<file path="src/rtl/fpcvt_pipe_if.sv">
// Handshake bundle for the fixed-to-float converter: sample input side and
// result output side, each with its own valid/ready pair.
interface fpcvt_pipe_if #(
    parameter int unsigned IN_W  = 12,
    parameter int unsigned EXP_W = 3,
    parameter int unsigned MAN_W = 4
);
    logic             in_valid;
    logic             in_ready;
    logic [IN_W-1:0]  D;
    logic             out_valid;
    logic             out_ready;
    logic             S;
    logic [EXP_W-1:0] E;
    logic [MAN_W-1:0] F;
    logic             sat;

    // Producer of samples / consumer of results.
    modport master (
        output in_valid, D, out_ready,
        input  in_ready, out_valid, S, E, F, sat
    );

    // The converter itself.
    modport slave (
        input  in_valid, D, out_ready,
        output in_ready, out_valid, S, E, F, sat
    );
endinterface

</file>
<file path="src/rtl/fpcvt_pipe.sv">
// Three-stage two's-complement to compact float (S, E, F; value = F * 2^E).
// Stage 1 takes the magnitude, stage 2 normalises, stage 3 rounds
// (nearest, ties away from zero) and saturates. A single global stall
// freezes every stage while the output is held.
module fpcvt_pipe #(
    parameter int unsigned IN_W  = 12,
    parameter int unsigned EXP_W = 3,
    parameter int unsigned MAN_W = 4
) (
    input logic         clk,
    input logic         rst,
    fpcvt_pipe_if.slave bus
);
    localparam int unsigned MAG_W   = IN_W - 1;
    // Exponent math is carried one bit wider so overflow is visible.
    localparam int unsigned EW      = EXP_W + 1;
    localparam int unsigned EXP_CAP = 2**EW - 1;
    localparam logic [EW-1:0] EMAX_E = EW'(2**EXP_W - 1);

    logic adv;

    // Stage 1 registers
    logic             v1_q, s1_q, sat1_q;
    logic [MAG_W-1:0] m1_q;
    logic [IN_W-1:0]  mag_full;
    logic             most_neg;
    logic [MAG_W-1:0] m1_d;

    // Stage 2 registers
    logic             v2_q, s2_q, sat2_q, rnd2_q;
    logic [MAN_W-1:0] f2_q;
    logic [EW-1:0]    e2_q;
    logic [MAN_W-1:0] f2_d;
    logic [EW-1:0]    e2_d;
    logic             rnd2_d;

    // Stage 3 (output) registers
    logic             v3_q, s3_q, sat3_q;
    logic [EXP_W-1:0] e3_q;
    logic [MAN_W-1:0] f3_q;
    logic [EXP_W-1:0] e3_d;
    logic [MAN_W-1:0] f3_d;
    logic             sat3_d;

    logic [MAN_W:0]   f_sum;
    logic [EW-1:0]    e_r;
    logic [MAN_W-1:0] f_r;
    logic             ovf;

    // Whole pipeline moves unless the output is valid and not being taken.
    assign adv          = !(v3_q && !bus.out_ready);
    assign bus.in_ready = adv;

    assign bus.out_valid = v3_q;
    assign bus.S         = s3_q;
    assign bus.E         = e3_q;
    assign bus.F         = f3_q;
    assign bus.sat       = sat3_q;

    // Stage 1: sign and magnitude; the most-negative input has no positive
    // twin, so clamp it to the largest magnitude and flag saturation.
    always_comb begin
        mag_full = bus.D[IN_W-1] ? (~bus.D + IN_W'(1)) : bus.D;
        most_neg = bus.D[IN_W-1] && (bus.D[IN_W-2:0] == '0);
        m1_d     = most_neg ? '1 : mag_full[MAG_W-1:0];
    end

    // Stage 2: find the leading one and shift it to the top of F.
    always_comb begin
        int unsigned      p;
        int unsigned      sh;
        logic [MAG_W-1:0] tmp;
        logic [MAG_W-1:0] rtmp;
        p      = 0;
        sh     = 0;
        tmp    = '0;
        rtmp   = '0;
        f2_d   = '0;
        e2_d   = '0;
        rnd2_d = 1'b0;
        for (int unsigned i = 0; i < MAG_W; i++) begin
            tmp = m1_q >> i;
            if (tmp[0]) p = i;
        end
        if (m1_q == '0) begin
            f2_d = '0;
        end else if (p < MAN_W) begin
            f2_d = m1_q[MAN_W-1:0];
        end else begin
            sh     = p - MAN_W + 1;
            tmp    = m1_q >> sh;
            rtmp   = m1_q >> (sh - 1);
            f2_d   = tmp[MAN_W-1:0];
            rnd2_d = rtmp[0];
            e2_d   = (sh > EXP_CAP) ? '1 : EW'(sh);
        end
    end

    // Stage 3: round, renormalise on carry-out, saturate on exponent overflow.
    always_comb begin
        f_sum = {1'b0, f2_q} + {{MAN_W{1'b0}}, rnd2_q};
        e_r   = e2_q;
        f_r   = f_sum[MAN_W-1:0];
        if (f_sum[MAN_W]) begin
            f_r = {1'b1, {(MAN_W-1){1'b0}}};
            e_r = e2_q + EW'(1);
        end
        ovf    = (e2_q > EMAX_E) || (e_r > EMAX_E);
        e3_d   = ovf ? '1 : e_r[EXP_W-1:0];
        f3_d   = ovf ? '1 : f_r;
        sat3_d = ovf || sat2_q;
    end

    // Pipeline registers: reset clears everything, stall holds everything.
    always_ff @(posedge clk) begin
        if (rst) begin
            v1_q   <= 1'b0;
            s1_q   <= 1'b0;
            sat1_q <= 1'b0;
            m1_q   <= '0;
            v2_q   <= 1'b0;
            s2_q   <= 1'b0;
            sat2_q <= 1'b0;
            rnd2_q <= 1'b0;
            f2_q   <= '0;
            e2_q   <= '0;
            v3_q   <= 1'b0;
            s3_q   <= 1'b0;
            sat3_q <= 1'b0;
            e3_q   <= '0;
            f3_q   <= '0;
        end else if (adv) begin
            v1_q   <= bus.in_valid;
            s1_q   <= bus.D[IN_W-1];
            sat1_q <= most_neg;
            m1_q   <= m1_d;
            v2_q   <= v1_q;
            s2_q   <= s1_q;
            sat2_q <= sat1_q;
            rnd2_q <= rnd2_d;
            f2_q   <= f2_d;
            e2_q   <= e2_d;
            v3_q   <= v2_q;
            s3_q   <= s2_q;
            sat3_q <= sat3_d;
            e3_q   <= e3_d;
            f3_q   <= f3_d;
        end
    end
endmodule

</file>
<file path="src/flat_wrapper.sv">
// flat-port wrapper written by rule: the top's interface ports become plain ports
module fpcvt_pipe_flat 
#(
    parameter int unsigned IN_W  = 12,
    parameter int unsigned EXP_W = 3,
    parameter int unsigned MAN_W = 4
)
  (clk, rst, bus_in_valid, bus_D, bus_out_ready, bus_in_ready, bus_out_valid, bus_S, bus_E, bus_F, bus_sat);
  fpcvt_pipe_if #(.IN_W(IN_W), .EXP_W(EXP_W), .MAN_W(MAN_W)) bus_i ();
  input logic clk;
  input logic rst;
  input wire logic [$bits(bus_i.in_valid)-1:0] bus_in_valid;
  input wire logic [$bits(bus_i.D)-1:0] bus_D;
  input wire logic [$bits(bus_i.out_ready)-1:0] bus_out_ready;
  output wire logic [$bits(bus_i.in_ready)-1:0] bus_in_ready;
  output wire logic [$bits(bus_i.out_valid)-1:0] bus_out_valid;
  output wire logic [$bits(bus_i.S)-1:0] bus_S;
  output wire logic [$bits(bus_i.E)-1:0] bus_E;
  output wire logic [$bits(bus_i.F)-1:0] bus_F;
  output wire logic [$bits(bus_i.sat)-1:0] bus_sat;
  assign bus_i.in_valid = bus_in_valid;
  assign bus_i.D = bus_D;
  assign bus_i.out_ready = bus_out_ready;
  assign bus_in_ready = bus_i.in_ready;
  assign bus_out_valid = bus_i.out_valid;
  assign bus_S = bus_i.S;
  assign bus_E = bus_i.E;
  assign bus_F = bus_i.F;
  assign bus_sat = bus_i.sat;
  fpcvt_pipe #(.IN_W(IN_W), .EXP_W(EXP_W), .MAN_W(MAN_W)) u_core (.clk(clk), .rst(rst), .bus(bus_i));
endmodule
</file>
<file path="config.mk">
export PLATFORM = sky130hd
export DESIGN_NAME = fpcvt_pipe_flat
export DESIGN_NICKNAME = d
export VERILOG_FILES = /design/src/rtl/fpcvt_pipe_if.sv /design/src/rtl/fpcvt_pipe.sv /design/src/flat_wrapper.sv
export SDC_FILE = /design/constraint.sdc
export NUM_CORES = 1
export LEC_CHECK = 0
export BUFFER_PORTS_ARGS = -buffer_cell sky130_fd_sc_hd__buf_2
export CORE_MARGIN = 1
export CORE_UTILIZATION = 59
export CTS_CLUSTER_SIZE = 25
export DETAILED_ROUTE_END_ITERATION = 6
export PLACE_DENSITY = 0.77
export SLEW_MARGIN = 20
export SYNTH_ARGS = -nofsm -noshare
export SYNTH_HDL_FRONTEND = slang
export SYNTH_SLANG_ARGS = --single-unit
</file>
<file path="constraint.sdc">
create_clock -name clk -period 3.8 [get_ports clk]
set_input_delay 0.95 -clock clk [delete_from_list [all_inputs] [get_ports clk]]
set_output_delay 0.95 -clock clk [all_outputs]
set_load 0.005 [all_outputs]
</file>
==> results.ini <==
[detailed_routing]
wl_per_cell_um = 15.65
dr_total_vias = 2425
drc = 0
wirelength_mm = 6.135
dr.pass1.iters = 6
wl_met1_mm = 2.763
route.top_layer_used = met4
via_per_inst = 6.186
drt_iter0_drc = 57
met3_length_um = 263
antenna_left = 0
met2_length_mm = 2.968

[logic_synthesis]
synth_cell_type_count = 57
synth_edf_count = 0
ys.flop_type = dfxtp_1
yosysSeqAreaShare_pct = 28.70
synth_fp_nets = 349
avgSynthCellArea_um2 = 7.872
async_flop_share_pct = 0
ys_ff_latch = 36
synthesis.area_um2 = 2511
yosys_warnings = 0
syn_inst = 319

[final_layout]
post-route-util_pct = 68.05
syn2layout_area_growth_pct = 9.965
diodes = 0
fin_area_um2 = 2761
seq_area_um2 = 720.7
multi_input_area_um2 = 1648
nets = 371
drive_above_1_share_pct = 15.79
num-fill-cells = 345
final_cells = 392

[power_and_ir_drop]
powerDensity_nw_per_um2 = 396.1
leakage_nw = 1.156
internal-power_mw = 0.6903
p_comb_share_pct = 33.7
clkPwrFrac_pct = 24.6
swShare_pct = 36.89
power_switching_mw = 0.4035
pwr-share-seq_pct = 41.7
vdd_ir_drop_max_mv = 0.2670

[cts]
clk_latency_ns = 0.29
cts_hold_buf = 0
clock_sinks = 36
post_cts_buffers = 0
cts_buffers = 5
h-tree-depth = 2
cts_tree = built
cts.path.max_buffers = 2
cts_resized = 0
root_buffer = clkbuf_8
clkTransAtPathRegs_ns = 0.07

[timing]
period_share_pct = 92.51
relSlewSlack_pct = 39.22
slew_viol_final = 0
fmaxAchievable_ghz = 0.2845
rsz0062_at_grt = false
fin_skew_ns = 0.008319
fin_setup_tns_ns = 0
setup_viol = 0
hold_viol = 0
tightest_slew_ns = 0.9047
min_period_ns = 3.515
whs_ns = 0.4506

[floorplanning]
die_h_um = 67.24
die-area_um2 = 4521
io_pins = 27
num_rows = 23
die_x_um = 67.24
coreArea_um2 = 4058
initial_core_util_pct = 61.89

[critical_path]
worstPathRequired_ns = 4.04
arrival_ns = 3.76
cp-end-kind = flip-flop
crit_type = flip-flop to flip-flop
path_max_fanout = 12
start_kind = flip-flop

[place]
place_congestion = 0.9292
dp_hpwl_mm = 4.483
dp.cells = 384
portBuffers = 26
place_area_um2 = 2674

[global_routing]
grt_max_degree = 39
grt_first_pass_wirelength_mm = 10.08
grt_pass1_vias = 2140
grt.total_usage_pct = 29.75
gr-total-overflow = 0
antenna_found_initial = 0

[status]
status = finished clean

[min_path]
min_path_type = flip-flop to flip-flop

[job]
drv_cap = 0

cell usage in the layout (no fill, tap or decap), drive strengths merged, types with 6 or more instances in the layout:
cell type   n
nor2b       7
nand3       8
xor2       10
o21ai      13
mux2i       7
ha         14
nor2       39
nand4       6
dfxtp      36
nand2      38
buf        35
a211oi     19
a21oi      16
inv        11
synth_stat cells, types with 6 or more instances:
cell	count	area, µm²
ha_1	14	175.2
xor2_1	10	87.58
inv_1	10	37.54
nand3_1	8	40.04
a211oi_1	18	135.1
nand4_1	6	37.54
dfxtp_1	36	720.7
nor2_1	38	142.6
o21ai_0	13	65.06
mux2i_1	7	70.07
clkbuf_1	12	45.04
nor2b_1	7	43.79
a21oi_1	16	80.08
nand2_1	38	142.6
power by group through the flow:
stage | Sequential, mW | Clock (mW) | Combinational [mW]
4_1_cts | 0.455 | 0.275 | 0.363
5_1_grt | 0.462 | 0.287 | 0.411
6_report | 0.456 | 0.269 | 0.369
3_5_place_dp | 0.464 | 0 | 0.361
3_3_place_gp | 0.462 | 0 | 0.360
2_1_floorplan | 0.445 | 0 | 0.280
flip-flops by register name, summed over array words and instances, names as in the netlist:
signal	flops
u_core.m1_q	11
u_core.bus.F	4
u_core.e2_q	4
u_core.f2_q	4
u_core.bus.E	3
u_core.bus.S	1
u_core.bus.out_valid	1
u_core.bus.sat	1
u_core.rnd2_q	1
u_core.s1_q	1
u_core.s2_q	1
u_core.sat1_q	1
u_core.sat2_q	1
u_core.v1_q	1
u_core.v2_q	1
routing by layer:
metal | vias to the layer above | track usage, %
met5 | - | 0
met2 | 84 | 49.38
met1 | 1126 | 37.14
met4 | 0 | 13.83
met3 | 15 | 5.236
li1 | 1200 | -
critical path, stage by stage (launching register included):
cell       delay, ns
dfxtp_1         0.60
nor2b_1         0.11
a211o_1         0.36
nand2_1         0.10
nand2_1         0.10
inv_2           0.16
ha_1            0.24
nand2_1         0.07
ha_1            0.18
nor4_1          0.45
and3_1          0.27
nand2_1         0.09
or2_2           0.32
a2111oi_2       0.28
a211o_1         0.14
cell families after synthesis:
family	count (synthesis)	synth area share, %
compound gates	85	24.61
xor+xnor	15	5.231
fa+ha+maj	14	6.976
buf+inv	32	5.679
flops	36	28.70
mux	9	3.687
simple gates	128	25.11
cell type report:
class                           instances  share of cell area [%]
Tap cell                               50                   2.266
Multi-Input combinational cell        251                   59.67
Sequential cell                        36                   26.10
Inverter                               12                   1.631
Clock inverter                          3                  0.6797
Timing Repair Buffer                   35                   7.159
Clock buffer                            5                   2.492
through the flow:
stage | setup WS (ns) | power (mW)
floorplan | 0.7496 | 0.7242
global placement | 0.5027 | 0.8212
detailed placement | 0.3831 | 0.8252
CTS | 0.3499 | 1.093
global route | 0.05644 | 1.160
finish | 0.2848 | 1.094
final timing paths:
kind / slack, ns / endpoint / cells past startpoint / from
setup reg to reg: 0.28 / u_core.f2_q[0] / 14 / u_core.m1_q[5]
hold / removal: 0.45 / u_core.v2_q / 2 / u_core.v2_q
setup / recovery: 0.28 / u_core.f2_q[0] / 14 / u_core.m1_q[5]
hold reg to reg: 0.45 / u_core.v2_q / 2 / u_core.v2_q
No activity file was read; power rests on OpenSTA's default activity.
